--- src/rtl/sm4_axis_core_pkg.sv ---
// -----------------------------------------------------------------------------
// sm4_axis_core_pkg
// Shared types, opcode encodings, channel indices and the pure-function
// pieces of the SM4 round datapath (linear mixing and byte rotation).
// No ports; imported by the interface, the core and the S-box.
// -----------------------------------------------------------------------------
package sm4_axis_core_pkg;

    typedef logic [31:0] word_t;
    typedef logic [7:0]  byte_t;
    typedef logic [1:0]  bsel_t;

    // Operation encodings carried on the operation channel.
    localparam logic SM4_OP_ED = 1'b0;  // encrypt/decrypt linear transform L
    localparam logic SM4_OP_KS = 1'b1;  // key-schedule linear transform L'

    // Bit positions of the four input channels inside the core's
    // per-channel vectors (valid, ready, have, capture).
    localparam int CH_A  = 3;
    localparam int CH_B  = 2;
    localparam int CH_BS = 1;
    localparam int CH_OP = 0;

    // Linear transform for data rounds, applied to the zero-extended S-box byte.
    function automatic word_t mix_ed(input word_t y);
        return y ^ (y << 8) ^ (y << 2) ^ (y << 18)
                 ^ ((y & 32'h0000_003F) << 26)
                 ^ ((y & 32'h0000_00C0) << 10);
    endfunction

    // Linear transform for key-schedule rounds.
    function automatic word_t mix_ks(input word_t y);
        return y ^ ((y & 32'h0000_0007) << 29)
                 ^ ((y & 32'h0000_00FE) << 7)
                 ^ ((y & 32'h0000_0001) << 23)
                 ^ ((y & 32'h0000_00F8) << 13);
    endfunction

    // Rotate left by a whole number of bytes; moves the mixed word back
    // into the lane the S-box byte was taken from.
    function automatic word_t rotl_bytes(input word_t v, input bsel_t n);
        word_t r;
        case (n)
            2'd0:    r = v;
            2'd1:    r = {v[23:0], v[31:24]};
            2'd2:    r = {v[15:0], v[31:16]};
            default: r = {v[7:0],  v[31:8]};
        endcase
        return r;
    endfunction

endpackage

--- src/rtl/sm4_axis_core_if.sv ---
// -----------------------------------------------------------------------------
// sm4_axis_core_if
// Bundles the four AXI-Stream-style operand channels and the result channel.
//   s_axis_a_*         : rs1 operand (32 bit)
//   s_axis_b_*         : rs2 operand (32 bit)
//   s_axis_bs_*        : byte select (2 bit)
//   s_axis_operation_* : operation (1 bit, SM4_OP_ED / SM4_OP_KS)
//   m_axis_result_*    : result word plus a one-cycle valid pulse, no tready
// Modports: slave = the core, master = the requester.
// -----------------------------------------------------------------------------
interface sm4_axis_core_if;
    import sm4_axis_core_pkg::*;

    logic  s_axis_a_tvalid;
    logic  s_axis_a_tready;
    word_t s_axis_a_tdata;

    logic  s_axis_b_tvalid;
    logic  s_axis_b_tready;
    word_t s_axis_b_tdata;

    logic  s_axis_bs_tvalid;
    logic  s_axis_bs_tready;
    bsel_t s_axis_bs_tdata;

    logic  s_axis_operation_tvalid;
    logic  s_axis_operation_tready;
    logic  s_axis_operation_tdata;

    logic  m_axis_result_tvalid;
    word_t m_axis_result_tdata;

    modport slave (
        input  s_axis_a_tvalid, s_axis_a_tdata,
        output s_axis_a_tready,
        input  s_axis_b_tvalid, s_axis_b_tdata,
        output s_axis_b_tready,
        input  s_axis_bs_tvalid, s_axis_bs_tdata,
        output s_axis_bs_tready,
        input  s_axis_operation_tvalid, s_axis_operation_tdata,
        output s_axis_operation_tready,
        output m_axis_result_tvalid, m_axis_result_tdata
    );

    modport master (
        output s_axis_a_tvalid, s_axis_a_tdata,
        input  s_axis_a_tready,
        output s_axis_b_tvalid, s_axis_b_tdata,
        input  s_axis_b_tready,
        output s_axis_bs_tvalid, s_axis_bs_tdata,
        input  s_axis_bs_tready,
        output s_axis_operation_tvalid, s_axis_operation_tdata,
        input  s_axis_operation_tready,
        input  m_axis_result_tvalid, m_axis_result_tdata
    );

endinterface

--- src/rtl/sm4_axis_core_sbox.sv ---
// -----------------------------------------------------------------------------
// sm4_axis_core_sbox
// Combinational SM4 S-box lookup (standard GB/T 32907 table).
//   x : 8-bit input byte
//   y : 8-bit substituted byte
// -----------------------------------------------------------------------------
module sm4_axis_core_sbox
    import sm4_axis_core_pkg::*;
(
    input  byte_t x,
    output byte_t y
);

    localparam byte_t SBOX_TABLE [256] = '{
        8'hD6, 8'h90, 8'hE9, 8'hFE, 8'hCC, 8'hE1, 8'h3D, 8'hB7, 8'h16, 8'hB6, 8'h14, 8'hC2, 8'h28, 8'hFB, 8'h2C, 8'h05,
        8'h2B, 8'h67, 8'h9A, 8'h76, 8'h2A, 8'hBE, 8'h04, 8'hC3, 8'hAA, 8'h44, 8'h13, 8'h26, 8'h49, 8'h86, 8'h06, 8'h99,
        8'h9C, 8'h42, 8'h50, 8'hF4, 8'h91, 8'hEF, 8'h98, 8'h7A, 8'h33, 8'h54, 8'h0B, 8'h43, 8'hED, 8'hCF, 8'hAC, 8'h62,
        8'hE4, 8'hB3, 8'h1C, 8'hA9, 8'hC9, 8'h08, 8'hE8, 8'h95, 8'h80, 8'hDF, 8'h94, 8'hFA, 8'h75, 8'h8F, 8'h3F, 8'hA6,
        8'h47, 8'h07, 8'hA7, 8'hFC, 8'hF3, 8'h73, 8'h17, 8'hBA, 8'h83, 8'h59, 8'h3C, 8'h19, 8'hE6, 8'h85, 8'h4F, 8'hA8,
        8'h68, 8'h6B, 8'h81, 8'hB2, 8'h71, 8'h64, 8'hDA, 8'h8B, 8'hF8, 8'hEB, 8'h0F, 8'h4B, 8'h70, 8'h56, 8'h9D, 8'h35,
        8'h1E, 8'h24, 8'h0E, 8'h5E, 8'h63, 8'h58, 8'hD1, 8'hA2, 8'h25, 8'h22, 8'h7C, 8'h3B, 8'h01, 8'h21, 8'h78, 8'h87,
        8'hD4, 8'h00, 8'h46, 8'h57, 8'h9F, 8'hD3, 8'h27, 8'h52, 8'h4C, 8'h36, 8'h02, 8'hE7, 8'hA0, 8'hC4, 8'hC8, 8'h9E,
        8'hEA, 8'hBF, 8'h8A, 8'hD2, 8'h40, 8'hC7, 8'h38, 8'hB5, 8'hA3, 8'hF7, 8'hF2, 8'hCE, 8'hF9, 8'h61, 8'h15, 8'hA1,
        8'hE0, 8'hAE, 8'h5D, 8'hA4, 8'h9B, 8'h34, 8'h1A, 8'h55, 8'hAD, 8'h93, 8'h32, 8'h30, 8'hF5, 8'h8C, 8'hB1, 8'hE3,
        8'h1D, 8'hF6, 8'hE2, 8'h2E, 8'h82, 8'h66, 8'hCA, 8'h60, 8'hC0, 8'h29, 8'h23, 8'hAB, 8'h0D, 8'h53, 8'h4E, 8'h6F,
        8'hD5, 8'hDB, 8'h37, 8'h45, 8'hDE, 8'hFD, 8'h8E, 8'h2F, 8'h03, 8'hFF, 8'h6A, 8'h72, 8'h6D, 8'h6C, 8'h5B, 8'h51,
        8'h8D, 8'h1B, 8'hAF, 8'h92, 8'hBB, 8'hDD, 8'hBC, 8'h7F, 8'h11, 8'hD9, 8'h5C, 8'h41, 8'h1F, 8'h10, 8'h5A, 8'hD8,
        8'h0A, 8'hC1, 8'h31, 8'h88, 8'hA5, 8'hCD, 8'h7B, 8'hBD, 8'h2D, 8'h74, 8'hD0, 8'h12, 8'hB8, 8'hE5, 8'hB4, 8'hB0,
        8'h89, 8'h69, 8'h97, 8'h4A, 8'h0C, 8'h96, 8'h77, 8'h7E, 8'h65, 8'hB9, 8'hF1, 8'h09, 8'hC5, 8'h6E, 8'hC6, 8'h84,
        8'h18, 8'hF0, 8'h7D, 8'hEC, 8'h3A, 8'hDC, 8'h4D, 8'h20, 8'h79, 8'hEE, 8'h5F, 8'h3E, 8'hD7, 8'hCB, 8'h39, 8'h48
    };

    assign y = SBOX_TABLE[x];

endmodule

--- src/rtl/sm4_axis_core.sv ---
// -----------------------------------------------------------------------------
// sm4_axis_core
// One SM4 round-function step in the RISC-V Zksed style:
//   result = rs1 ^ rotl(L(sbox(rs2.byte[bs])), 8*bs)
// with L chosen by the operation channel (ED or KS).
// Ports:
//   clk  : sole clock, rising edge
//   rst  : asynchronous, active-high reset
//   axis : sm4_axis_core_if.slave -- four independent operand channels,
//          each accepted once per operation, plus a result word with a
//          one-cycle valid pulse (no back-pressure on the result).
// Sequence: IDLE (collect operands) -> SBOX -> MIX -> DONE (pulse) -> IDLE.
// -----------------------------------------------------------------------------
module sm4_axis_core
    import sm4_axis_core_pkg::*;
(
    input  logic           clk,
    input  logic           rst,
    sm4_axis_core_if.slave axis
);

    typedef enum logic [1:0] {
        IDLE,
        SBOX,
        MIX,
        DONE
    } state_t;

    state_t     state;

    // Per-channel vectors, bit order given by CH_* in the package.
    logic [3:0] have_q;
    logic [3:0] valid;
    logic [3:0] ready;
    logic [3:0] cap;

    word_t      rs1_q;
    word_t      rs2_q;
    bsel_t      bs_q;
    logic       op_q;
    word_t      y_q;
    word_t      z;
    word_t      result_q;
    logic       result_valid_q;
    byte_t      sbox_in;
    byte_t      sbox_out;

    // ------------------------------------------------------------------
    // Channel handshakes: a channel is ready only while idle and still
    // missing its operand, so busy-state tvalid is never captured.
    // ------------------------------------------------------------------
    assign valid[CH_A]  = axis.s_axis_a_tvalid;
    assign valid[CH_B]  = axis.s_axis_b_tvalid;
    assign valid[CH_BS] = axis.s_axis_bs_tvalid;
    assign valid[CH_OP] = axis.s_axis_operation_tvalid;

    assign ready = (state == IDLE) ? ~have_q : 4'b0000;
    assign cap   = valid & ready;

    assign axis.s_axis_a_tready         = ready[CH_A];
    assign axis.s_axis_b_tready         = ready[CH_B];
    assign axis.s_axis_bs_tready        = ready[CH_BS];
    assign axis.s_axis_operation_tready = ready[CH_OP];

    assign axis.m_axis_result_tvalid = result_valid_q;
    assign axis.m_axis_result_tdata  = result_q;

    // ------------------------------------------------------------------
    // Datapath
    // ------------------------------------------------------------------
    assign sbox_in = rs2_q[{bs_q, 3'b000} +: 8];

    sm4_axis_core_sbox u_sbox (
        .x (sbox_in),
        .y (sbox_out)
    );

    // NOTE: every signal written in always_comb gets a default first so no
    // path can leave it unassigned and infer a latch.
    always_comb begin
        z = '0;
        case (op_q)
            SM4_OP_ED: z = mix_ed(y_q);
            SM4_OP_KS: z = mix_ks(y_q);
        endcase
    end

    // NOTE: operand and intermediate registers carry no reset; they are
    // always written before being consumed, and reset only has to bring
    // the control state and visible outputs to a known value.
    always_ff @(posedge clk) begin
        if (cap[CH_A])  rs1_q <= axis.s_axis_a_tdata;
        if (cap[CH_B])  rs2_q <= axis.s_axis_b_tdata;
        if (cap[CH_BS]) bs_q  <= axis.s_axis_bs_tdata;
        if (cap[CH_OP]) op_q  <= axis.s_axis_operation_tdata;
        if (state == SBOX) y_q <= {24'h0, sbox_out};
    end

    // ------------------------------------------------------------------
    // Control FSM with registered result outputs.
    // ------------------------------------------------------------------
    // NOTE: sequential state uses non-blocking assignments so every
    // register samples values from before the edge, independent of the
    // order of statements or blocks.
    always_ff @(posedge clk or posedge rst) begin
        if (rst) begin
            state          <= IDLE;
            have_q         <= '0;
            result_valid_q <= 1'b0;
            result_q       <= '0;
        end else begin
            result_valid_q <= 1'b0;
            case (state)
                IDLE: begin
                    // Leave as soon as the last outstanding operand lands,
                    // including the case where all four arrive together.
                    if (&(have_q | cap)) begin
                        state  <= SBOX;
                        have_q <= '0;
                    end else begin
                        have_q <= have_q | cap;
                    end
                end
                SBOX: state <= MIX;
                MIX: begin
                    result_q       <= rotl_bytes(z, bs_q) ^ rs1_q;
                    result_valid_q <= 1'b1;
                    state          <= DONE;
                end
                DONE:    state <= IDLE;
                default: state <= IDLE;
            endcase
        end
    end

endmodule

--- src/flat_wrapper.sv ---
// flat-port wrapper written by rule: the top's interface ports become plain ports
module sm4_axis_core_flat import sm4_axis_core_pkg::*;
  (clk, rst, axis_s_axis_a_tvalid, axis_s_axis_a_tdata, axis_s_axis_a_tready, axis_s_axis_b_tvalid, axis_s_axis_b_tdata, axis_s_axis_b_tready, axis_s_axis_bs_tvalid, axis_s_axis_bs_tdata, axis_s_axis_bs_tready, axis_s_axis_operation_tvalid, axis_s_axis_operation_tdata, axis_s_axis_operation_tready, axis_m_axis_result_tvalid, axis_m_axis_result_tdata);
  sm4_axis_core_if axis_i ();
  input  logic clk;
  input  logic rst;
  input wire logic [$bits(axis_i.s_axis_a_tvalid)-1:0] axis_s_axis_a_tvalid;
  input wire logic [$bits(axis_i.s_axis_a_tdata)-1:0] axis_s_axis_a_tdata;
  output wire logic [$bits(axis_i.s_axis_a_tready)-1:0] axis_s_axis_a_tready;
  input wire logic [$bits(axis_i.s_axis_b_tvalid)-1:0] axis_s_axis_b_tvalid;
  input wire logic [$bits(axis_i.s_axis_b_tdata)-1:0] axis_s_axis_b_tdata;
  output wire logic [$bits(axis_i.s_axis_b_tready)-1:0] axis_s_axis_b_tready;
  input wire logic [$bits(axis_i.s_axis_bs_tvalid)-1:0] axis_s_axis_bs_tvalid;
  input wire logic [$bits(axis_i.s_axis_bs_tdata)-1:0] axis_s_axis_bs_tdata;
  output wire logic [$bits(axis_i.s_axis_bs_tready)-1:0] axis_s_axis_bs_tready;
  input wire logic [$bits(axis_i.s_axis_operation_tvalid)-1:0] axis_s_axis_operation_tvalid;
  input wire logic [$bits(axis_i.s_axis_operation_tdata)-1:0] axis_s_axis_operation_tdata;
  output wire logic [$bits(axis_i.s_axis_operation_tready)-1:0] axis_s_axis_operation_tready;
  output wire logic [$bits(axis_i.m_axis_result_tvalid)-1:0] axis_m_axis_result_tvalid;
  output wire logic [$bits(axis_i.m_axis_result_tdata)-1:0] axis_m_axis_result_tdata;
  assign axis_i.s_axis_a_tvalid = axis_s_axis_a_tvalid;
  assign axis_i.s_axis_a_tdata = axis_s_axis_a_tdata;
  assign axis_s_axis_a_tready = axis_i.s_axis_a_tready;
  assign axis_i.s_axis_b_tvalid = axis_s_axis_b_tvalid;
  assign axis_i.s_axis_b_tdata = axis_s_axis_b_tdata;
  assign axis_s_axis_b_tready = axis_i.s_axis_b_tready;
  assign axis_i.s_axis_bs_tvalid = axis_s_axis_bs_tvalid;
  assign axis_i.s_axis_bs_tdata = axis_s_axis_bs_tdata;
  assign axis_s_axis_bs_tready = axis_i.s_axis_bs_tready;
  assign axis_i.s_axis_operation_tvalid = axis_s_axis_operation_tvalid;
  assign axis_i.s_axis_operation_tdata = axis_s_axis_operation_tdata;
  assign axis_s_axis_operation_tready = axis_i.s_axis_operation_tready;
  assign axis_m_axis_result_tvalid = axis_i.m_axis_result_tvalid;
  assign axis_m_axis_result_tdata = axis_i.m_axis_result_tdata;
  sm4_axis_core u_core (.clk(clk), .rst(rst), .axis(axis_i));
endmodule
--- config.mk ---
export PLATFORM = sky130hd
export DESIGN_NAME = sm4_axis_core_flat
export DESIGN_NICKNAME = d
export VERILOG_FILES = /design/src/rtl/sm4_axis_core_pkg.sv /design/src/rtl/sm4_axis_core_if.sv /design/src/rtl/sm4_axis_core_sbox.sv /design/src/rtl/sm4_axis_core.sv /design/src/flat_wrapper.sv
export SDC_FILE = /design/constraint.sdc
export NUM_CORES = 1
export LEC_CHECK = 0
export ABC_CLOCK_PERIOD_IN_PS = 5200
export CAP_MARGIN = 10
export CORE_MARGIN = 5
export CORE_UTILIZATION = 52
export CTS_CLUSTER_DIAMETER = 120
export DETAILED_ROUTE_END_ITERATION = 8
export GPL_ROUTABILITY_DRIVEN = 1
export HOLD_SLACK_MARGIN = 0.02
export PLACE_DENSITY = 0.86
export SKIP_LAST_GASP = 1
export SYNTH_ARGS = -nofsm -noshare
export SYNTH_HDL_FRONTEND = slang
export SYNTH_SLANG_ARGS = --single-unit
--- constraint.sdc ---
create_clock -name clk -period 5.2 [get_ports clk]
set_input_delay 1.04 -clock clk [delete_from_list [all_inputs] [get_ports clk]]
set_output_delay 1.04 -clock clk [all_outputs]
set_load 0.05 [all_outputs]
# ---- Word-level counts from Yosys, hierarchy flattened
# Memories as Yosys holds them, arrays and structs flattened. A register that Yosys moved wholly into a read port is not among the register bits.
# Index checks and enable logic that the tools add are counted.
dict set report word_totals {
  regBits 106
  rom_bits 2048
  input_bits 73
  output_inout_bits 37
  wordCells 42
  n_memories 1
}
dict set report op_classes {
  eq_ne 6
  n_shift 1
  mux 8
  n_bitwise 15
  n_reduce_logical 3
}
# memory words word_bits rd rd_ports_with_merged_regs wr line_no
set memory_table {}
lappend memory_table {{(no name shown)} 256 8 1 1 0 sm4_axis_core_sbox.sv:33} ;# assign y = SBOX_TABLE[x];
# cell n
set op_table {}
lappend op_table {{one-hot mux 32 bit (3 select lines)} 1}
lappend op_table {{one-hot mux 32 bit (2 select lines)} 1}
lappend op_table {{XOR 32 bit} 2}
lappend op_table {{2-to-1 mux 32 bit} 1}
lappend op_table {{indexed part select 32 x 6 -> 8 bit} 1}
lappend op_table {{XOR 32 x 10 -> 32 bit} 1}
lappend op_table {{XOR 32 x 15 -> 32 bit} 1}
lappend op_table {{XOR 32 x 18 -> 32 bit} 1}
lappend op_table {{XOR 32 x 21 -> 32 bit} 1}
lappend op_table {{XOR 32 x 24 -> 32 bit} 1}
lappend op_table {{XOR 32 x 26 -> 32 bit} 1}
lappend op_table {{XOR 8 x 32 -> 32 bit} 1}
lappend op_table {{XOR 8 x 16 -> 16 bit} 1}
lappend op_table {{inverter 8 -> 9 bit} 1}
lappend op_table {{2-to-1 mux 4 bit} 2}
lappend op_table {{one-hot mux 2 bit (4 select lines)} 1}
lappend op_table {{== test 2 bit, second input constant} 3}
lappend op_table {{AND 4 bit} 1}
lappend op_table {{== test 2 x 1 -> 1 bit, second input constant} 2}
lappend op_table {{logical NOT 2 bit} 2}
lappend op_table {{inverter 4 bit} 1}
lappend op_table {{OR 4 bit} 1}
lappend op_table {{AND reduction 4 bit} 1}
lappend op_table {{2-to-1 mux 2 bit} 1}
lappend op_table {{3 further kinds} 3}

# ---- Longest topological paths before layout
# Gate-level depths: netlist of the first run.
dict set report depth {
  depth_word 9
  ltp_mapped 13
  ltp_nobuf 10
}

# ---- Modules after synthesis
# Synthesis of the first run repeated with hierarchy kept, for this count alone.
dict set report unflattened {
  hier_cells 996
  area_unflattened_um2 8972.4
}
# module instances cells_per_inst area_each_um2 seq_area_each_um2
set by_module_without_submodules {}
lappend by_module_without_submodules {sm4_axis_core 1 466 5806.8 3228.1}
lappend by_module_without_submodules {sm4_axis_core_sbox 1 530 3165.5 0.0}

# ---- Worst setup path before layout of the first run
# OpenSTA, ideal clock, no wires.
dict set report synth_path {
  kind {register -> register}
  start {register u_core.bs_q[0]}
  end {register u_core.y_q[6], data pin}
  setup_ps 272
  arrival_time_ps 3196
  required_ps 4928
  slack_ps 1733
  path_stages_with_launch 13
  n_path_buf 4
  period_less_slack_ps 3467
  cell_sequence {edfxtp_1 buf_6 mux4_2 buf_2 buf_1 ha_1 clkbuf_1 nand2_1 and3_1 a311o_1 a21oi_1 nor4_1 or4_1}
}
dict set report synth_between {
  elab_chain_cells 2
}
# element line_no
set synth_lines {}
lappend synth_lines {{start: declaration} sm4_axis_core.sv:39} ;# bsel_t bs_q;
lappend synth_lines {{start signal: assignment} sm4_axis_core.sv:94} ;# if (cap[CH_BS]) bs_q <= axis.s_axis_bs_tdata;
lappend synth_lines {{indexed part select 32 x 6 -> 8 bit} sm4_axis_core.sv:71} ;# assign sbox_in = rs2_q[{bs_q, 3'b000} +: 8];
lappend synth_lines {{inverter 8 -> 9 bit (implied by the code)} sm4_axis_core_sbox.sv:33}
lappend synth_lines {{end: declaration} sm4_axis_core.sv:41} ;# word_t y_q;
# Every way passes these cells.
# A chain may end at the register's enable or synchronous reset.

# ---- Worst setup path after layout of the first run
dict set report layout_path {
  start {register u_core.bs_q[1]}
  end {register u_core.y_q[6], data pin}
}
# The elaborated chain is that of the path after synthesis.

==> summary.md, run 1 <==
- 1293 — number of filler cells placed in the layout
- 1012 — number of instances in the synthesized netlist
- 8.64 um2 — synthesized area divided by synthesized cell count
- 114 — CTS Sinks
- 238 MHz — fmax
- 0 — number of failing setup endpoints in the final timing report
- 109 — total of buffers placed on input and output ports
- 0.258 — fraction of synthesized cell area taken by the top area cell type
- 77 — Synth cell types
- 1152 — number of nets in the layout
- 682 nW/um2 — power density over cell area
- edfxtp_1 — leading area contributor after synthesis
- 32.9 mm — detailed-route wire length
- u_core.y_q[6] — Crit Reg-Reg Endpoint
- 1150 ps — worst slack after detailed placement
- 23 — crit-path max FO
- no — unrepaired setup endpoints after global routing
- 19.5% — Syn-to-layout area delta
- 0.807 — Period Utilization, post-route
- 4360 ps — data arrival at the endpoint of the critical path
- 0.327 — global-route usage over all layers
- 9 — number of cells on the critical path
- 2 — maximum count of clock buffers along a single path
- 0 — hold buffers post-CTS
- 0.0885 — fraction of final layout cells with drive strength greater than 1
- 0.00379 uW — static leakage
- 73 — pin count of the biggest net entering global routing
- 8949 — vias after detailed routing
- u_core.y_q[6] — destination of the critical timing path
- done — CTS tree
- 49.7 mm — wire length of the first global-routing pass
- 0 — quantity of gates resized following cts
- 1.10 — RePlAce Congestion
- 0 — Hold Fails Final Rpt
- 3230 um2 — area taken by flip-flops and latches
- 0 — count of maximum capacitance violations
- u_core.bs_q[1] — source of the worst register-to-register timing path
- 4190 ps — shortest clock period the worst path allows after layout
- 75 — count of flip-flops with a built-in enable after synthesis
- 1000 ps — measured slew at the worst slew-check pin
- flop — kind of start point of the critical path
- 0.529 — effective utilization at floorplan
- 8740 um2 — Mapped Area
- 47 — row count
- 6 — number of iterations in the first detailed-routing pass
- flop — category of the worst setup path capture point
- 0.342 — share of flip-flops with an asynchronous set or reset
- 0 — antenna cell count
- 11.2 ps — post-route clock skew
- 5000 um2 — area of the multi-input gates
- 16500 um2 — area of the placeable core
- 2 — number of buffers and inverters on the critical path
- 0 — number of slew-limit violations in the final report
- 0 — count of antenna-violating nets left after detailed routing
- 0.369 — post-synthesis sequential area ratio
- 110 — number of placed I/O pins
- clkbuf_16 — root buffer cell
- 770 ps — stage delay of the slowest cell on the critical path
- edfxtp_1, dfrtp_1, a21oi_1 — cell types occupying the most area after synthesis
- 0.462 mV — worst supply voltage drop on vdd
- compound AO/OA/AOI/OAI gates — gate family responsible for the most delay along the worst path
- 25.4 um — WL per Instance
- 0 ps — Setup TNS Final
- reg -> reg — Hold/Removal Path Class
- 23.0 mm — total half-perimeter wirelength after legalization and detailed placement
- edfxtp_1 — slowest cell on the critical path
- 1103 — Net Count, Synth
- 430 ps — Clock Latency Late Sink
- 1010 ps — Worst Setup Slack, final
- 140 um — Die X
- 114 — total of flip-flops plus latches after synthesis
- 2 — antenna violations before repair
- 60 ps — clock transition at the register clock pins on the worst setup and hold paths after CTS
- 0 — synth warn
- 0 — # DRC
- 1010 ps — register-to-register path setup slack
- 9 — worst-case reg-to-reg path depth
- 1692 — drt initial violations
- edfxtp_1 — main flop type after synthesis
- clkdlybuf4s50_1, a21oi_1, nand2_1 — top library cells by usage in the layout, fill and taps aside
- mux4_2, inv_1, ha_1, inv_1, o21bai_2, o32ai_1, a2111oi_2, nor4_1, or4_1 — CP Cell Sequence
- 7130 uW — total design power
- reg -> reg — kind of critical path
- 140 um — chip height
- u_core.bs_q[1] — start point of the critical path
- 5360 ps — critical path data required time
- completed — result of the run
- 0 — GRT Residual Overflow
- 19500 um2 — die area
- 4 — number of H-tree levels
- 17 — total CTS buffers
- clkdlybuf4s50_1 — most frequent standard cell in the layout excluding fill and tap cells
- 0.331 — tightest slew margin relative to the limit
- 8472 — vias in the first global route
- 6.92 — number of vias per cell after detailed routing
- 0 — post-CTS setup buffer count
- inv_1 — cell type with the highest occurrence count on the critical path
## power by group
part | total [uW] | leakage [uW] | switching, uW | internal [uW]
sequential | 1540 | 0.00114 | 221 | 1320
combinational | 4360 | 0.00234 | 2910 | 1450
clock | 1230 | 0.000305 | 481 | 750
total | 7130 | 0.00379 | 3610 | 3510
## final cells by class
type	instances	area share
Sequential cell	114	0.309
Inverter	14	0.00515
Clock buffer	18	0.0431
Timing Repair Buffer	134	0.122
Clock inverter	14	0.0159
Tap cell	220	0.0263
Multi-Input combinational cell	780	0.478
## cells in the mapped netlist, drive strengths merged, types with 8 or more instances
cell,instances
clkbuf,64
xor2,13
a22oi,8
o22ai,11
o221ai,12
nor2,90
a211oi,20
edfxtp,75
mux2,22
a31oi,22
nand2b,24
nor3,32
nand2,90
dfrtp,39
a311oi,8
o21ai,71
xnor2,27
o211ai,20
buf,40
o311ai,9
inv,13
mux2i,21
nor2b,17
a221oi,9
a21oi,97
ha,18
nand3,25
and2,19
## metal layers
layer | vias to the layer above | wire [um] | track usage
li1 | 3900 | - | -
met1 | 4146 | 12600 | 0.440
met2 | 731 | 13900 | 0.476
met3 | 168 | 4390 | 0.103
met4 | 4 | 1950 | 0.161
met5 | - | 23 | 0
## worst min-delay path by stage
| stage | start | to | slack, ps | cells after the start |
|---|---|---|---|---|
| 3_5_place_dp | u_core.axis.m_axis_result_tdata[0] | u_core.axis.m_axis_result_tdata[0] | 500 | 1 |
| 3_3_place_gp | u_core.axis.m_axis_result_tdata[27] | u_core.axis.m_axis_result_tdata[27] | 490 | 1 |
| 6_report | u_core.axis.m_axis_result_tdata[19] | u_core.axis.m_axis_result_tdata[19] | 520 | 1 |
| 5_1_grt | u_core.axis.m_axis_result_tdata[1] | u_core.axis.m_axis_result_tdata[1] | 530 | 1 |
| 4_1_cts | u_core.axis.m_axis_result_tdata[0] | u_core.axis.m_axis_result_tdata[0] | 510 | 1 |
| 2_1_floorplan | u_core.have_q[2] | u_core.have_q[2] | 480 | 2 |
## cells by family (layout without fill, tap and decap cells)
group | count (synthesis) | count (layout) | share of synthesized area
XOR/XNOR | 40 | 40 | 0.0409
buffers and inverters | 118 | 180 | 0.0594
adder cells (fa/ha/maj) | 18 | 18 | 0.0258
multiplexers | 49 | 49 | 0.0687
AO/OA/AOI/OAI | 346 | 346 | 0.260
flip-flops | 114 | 114 | 0.369
AND/OR/NAND/NOR | 327 | 327 | 0.177
## flip-flops by register name, summed over array words and instances, names as in the netlist
register and cells:
u_core.axis.m_axis_result_tdata 32, u_core.rs1_q 32, u_core.bs_q 2, u_core.y_q 8
u_core.state 2, u_core.axis.m_axis_result_tvalid 1, u_core.op_q 1, u_core.have_q 4
u_core.rs2_q 32
## through the flow
step                      hold slack [ps]  cell area (um2)  std cells   util
after CTS                             513            10500       1294  0.633
after global placement                490             9840       1262  0.595
after floorplan                       485             8740       1012      -
after global routing                  532            10500       1294  0.633
final                                 516            10500       1294  0.633
after detailed placement              499             9840       1262  0.595
No activity file was read; power rests on OpenSTA's default activity.
==> run 2: changes to the inputs <==
Settings changed: ABC_CLOCK_PERIOD_IN_PS 5200 to 3600, PLACE_DENSITY 0.86 to 0.89.
Clock period 5.2 ns to 3.6 ns, I/O delays scaled along.
==> run 2 against run 1 <==
- the run now ends with design-rule violations left
- worst hold slack lost 9.1 ps
- critical endpoint is now u_core.y_q[2]
- setup slack lost 930 ps
- non-clock buffer count up 58
- clock skew fell by 2.2 ps
==> summary.md, run 2 (synthesis results as in run 1) <==
- design-rule violations — failing checks
- 15.8 mm — sum of met2 wire segment lengths after detailed routing
- 8933 — vias in the first global route
- 140 um — Die X
- 9368 — vias after detailed routing
- 1745 — drt initial violations
- 16500 um2 — area of the placeable core
- done — CTS tree
- 4 — number of H-tree levels
- 114 — CTS Sinks
- 1 — antenna violations before repair
- 0.318 — tightest slew margin relative to the limit
- 0 — antenna cell count
- clkbuf_16 — root buffer cell
- 19500 um2 — die area
- 26.8 mm — total half-perimeter wirelength after legalization and detailed placement
- mux4_2 — slowest cell on the critical path
- met4 — top layer used by detailed routing
- 55.1 mm — wire length of the first global-routing pass
- 0 ps — Setup TNS Final
- flop — kind of start point of the critical path
- 0 — number of failing setup endpoints in the final timing report
- reg -> reg — Hold/Removal Path Class
- 0.136 — fraction of final layout cells with drive strength greater than 1
- 9.00 ps — post-route clock skew
- 24.5% — Syn-to-layout area delta
- 1210 — number of nets in the layout
- 109 — total of buffers placed on input and output ports
- 42 — crit-path max FO
- 284 MHz — fmax
- 0.979 — Period Utilization, post-route
- 0 — count of antenna-violating nets left after detailed routing
- 0 — number of slew-limit violations in the final report
- clkdlybuf4s50_1 — most frequent standard cell in the layout excluding fill and tap cells
- 47 — row count
- 2 — maximum count of clock buffers along a single path
- 0.00407 uW — static leakage
- 110 — number of placed I/O pins
- 27.4 um — WL per Instance
- 3230 um2 — area taken by flip-flops and latches
- 1.15 — RePlAce Congestion
- 8 — number of iterations in the first detailed-routing pass
- 5.15 mm — Met3 Wirelength
- 0.813 mV — worst supply voltage drop on vdd
- 17 — total CTS buffers
- 3530 ps — shortest clock period the worst path allows after layout
- 73.9 ps — Worst Setup Slack, final
- 0.529 — effective utilization at floorplan
- complete, but fails checks — result of the run
- 0.369 — global-route usage over all layers
- 1020 ps — measured slew at the worst slew-check pin
- 1265 — number of filler cells placed in the layout
- 0 — count of maximum capacitance violations
- 993 nW/um2 — power density over cell area
- 218 ps — worst slack after detailed placement
- 5000 um2 — area of the multi-input gates
- clkdlybuf4s50_1, a21oi_1, nand2_1 — top library cells by usage in the layout, fill and taps aside
- 73 — pin count of the biggest net entering global routing
- no — unrepaired setup endpoints after global routing
- flop — category of the worst setup path capture point
- buf_4, mux4_2, buf_12, nor2_1, o21ai_0, a221o_1, nand4_1, o31a_1, o21a_1 — CP Cell Sequence
- 37.0 mm — detailed-route wire length
- 6.93 — number of vias per cell after detailed routing
- reg -> reg — kind of critical path
- 3880 ps — critical path data required time
- 3810 ps — data arrival at the endpoint of the critical path
- 60 ps — clock transition at the register clock pins on the worst setup and hold paths after CTS
- 1 — # DRC
- 0 — Hold Fails Final Rpt
- 0 — GRT Residual Overflow
- 140 um — chip height
- 0 — post-CTS setup buffer count
- 710 ps — stage delay of the slowest cell on the critical path
- 13.8 mm — DRT met1 WL
- 420 ps — Clock Latency Late Sink
==> run 2: cell types whose count changed in the layout (fill, tap and decap cells not counted), moves of 2 or more <==
cell        delta
buf_4         +55
buf_12         +3
clkbuf_8       +2
clkinv_4       -2
clkinvlp_4     +2
inv_8          -2
==> run 2: worst paths after layout <==
kind                                                     startpoint                                   to  slack (ps)  depth (start not counted)
worst min register to register  u_core.axis.m_axis_result_tdata[11]  u_core.axis.m_axis_result_tdata[11]         510                          1
min in group asynchronous                                       rst  u_core.axis.m_axis_result_tdata[19]         770                          3
worst min-delay path            u_core.axis.m_axis_result_tdata[11]  u_core.axis.m_axis_result_tdata[11]         510                          1
worst max-delay path                                 u_core.bs_q[0]                        u_core.y_q[2]          70                          9
max in group asynchronous                                       rst   u_core.axis.m_axis_result_tdata[7]        2460                          3
worst max register to register                       u_core.bs_q[0]                        u_core.y_q[2]          70                          9
==> run 2: timing repair <==
item                                    CTS  global route
gates resized for setup                   0             1
endpoints found under the setup margin    0             1
hold buffers                              0             0
==> run 2: metal layers <==
layer / global-route usage / vias to the layer above
met1: 0.483 / 4375
met2: 0.532 / 800
met3: 0.139 / 178
met4: 0.193 / 0
met5: 0 / -
li1: - / 4015
==> run 2: power breakdown <==
part	leakage, uW	switching (uW)	internal [uW]
Sequential	0.00114	328	1900
Clock	0.000281	650	995
Combinational	0.00264	4530	2400
Total	0.00407	5510	5300
==> run 2: cell type report <==
type | instances | area share
multi-input cells | 780 | 0.459
flip-flops and latches | 114 | 0.297
repair buffers | 192 | 0.161
clock buffers | 19 | 0.0416
well taps | 220 | 0.0253
clock inverters | 13 | 0.0113
inverters | 14 | 0.00494
==> run 2: worst max-delay path, delay by kind of cell, from the launching register on <==
family          cells  cell delay [ps]
compound gates      4              980
buf+inv             2              480
flops               1              450
mux                 1              710
simple gates        2              760
==> run 2: per-stage QoR <==
stage	area, um2	instances	power (uW)	hold slack, ps	utilization
after floorplan	8740	1012	6410	485	-
after global placement	10300	1320	8760	490	0.624
after detailed placement	10300	1320	8800	496	0.624
after CTS	10900	1352	10500	508	0.659
after global routing	10900	1352	11200	516	0.659
final	10900	1352	10800	507	0.659
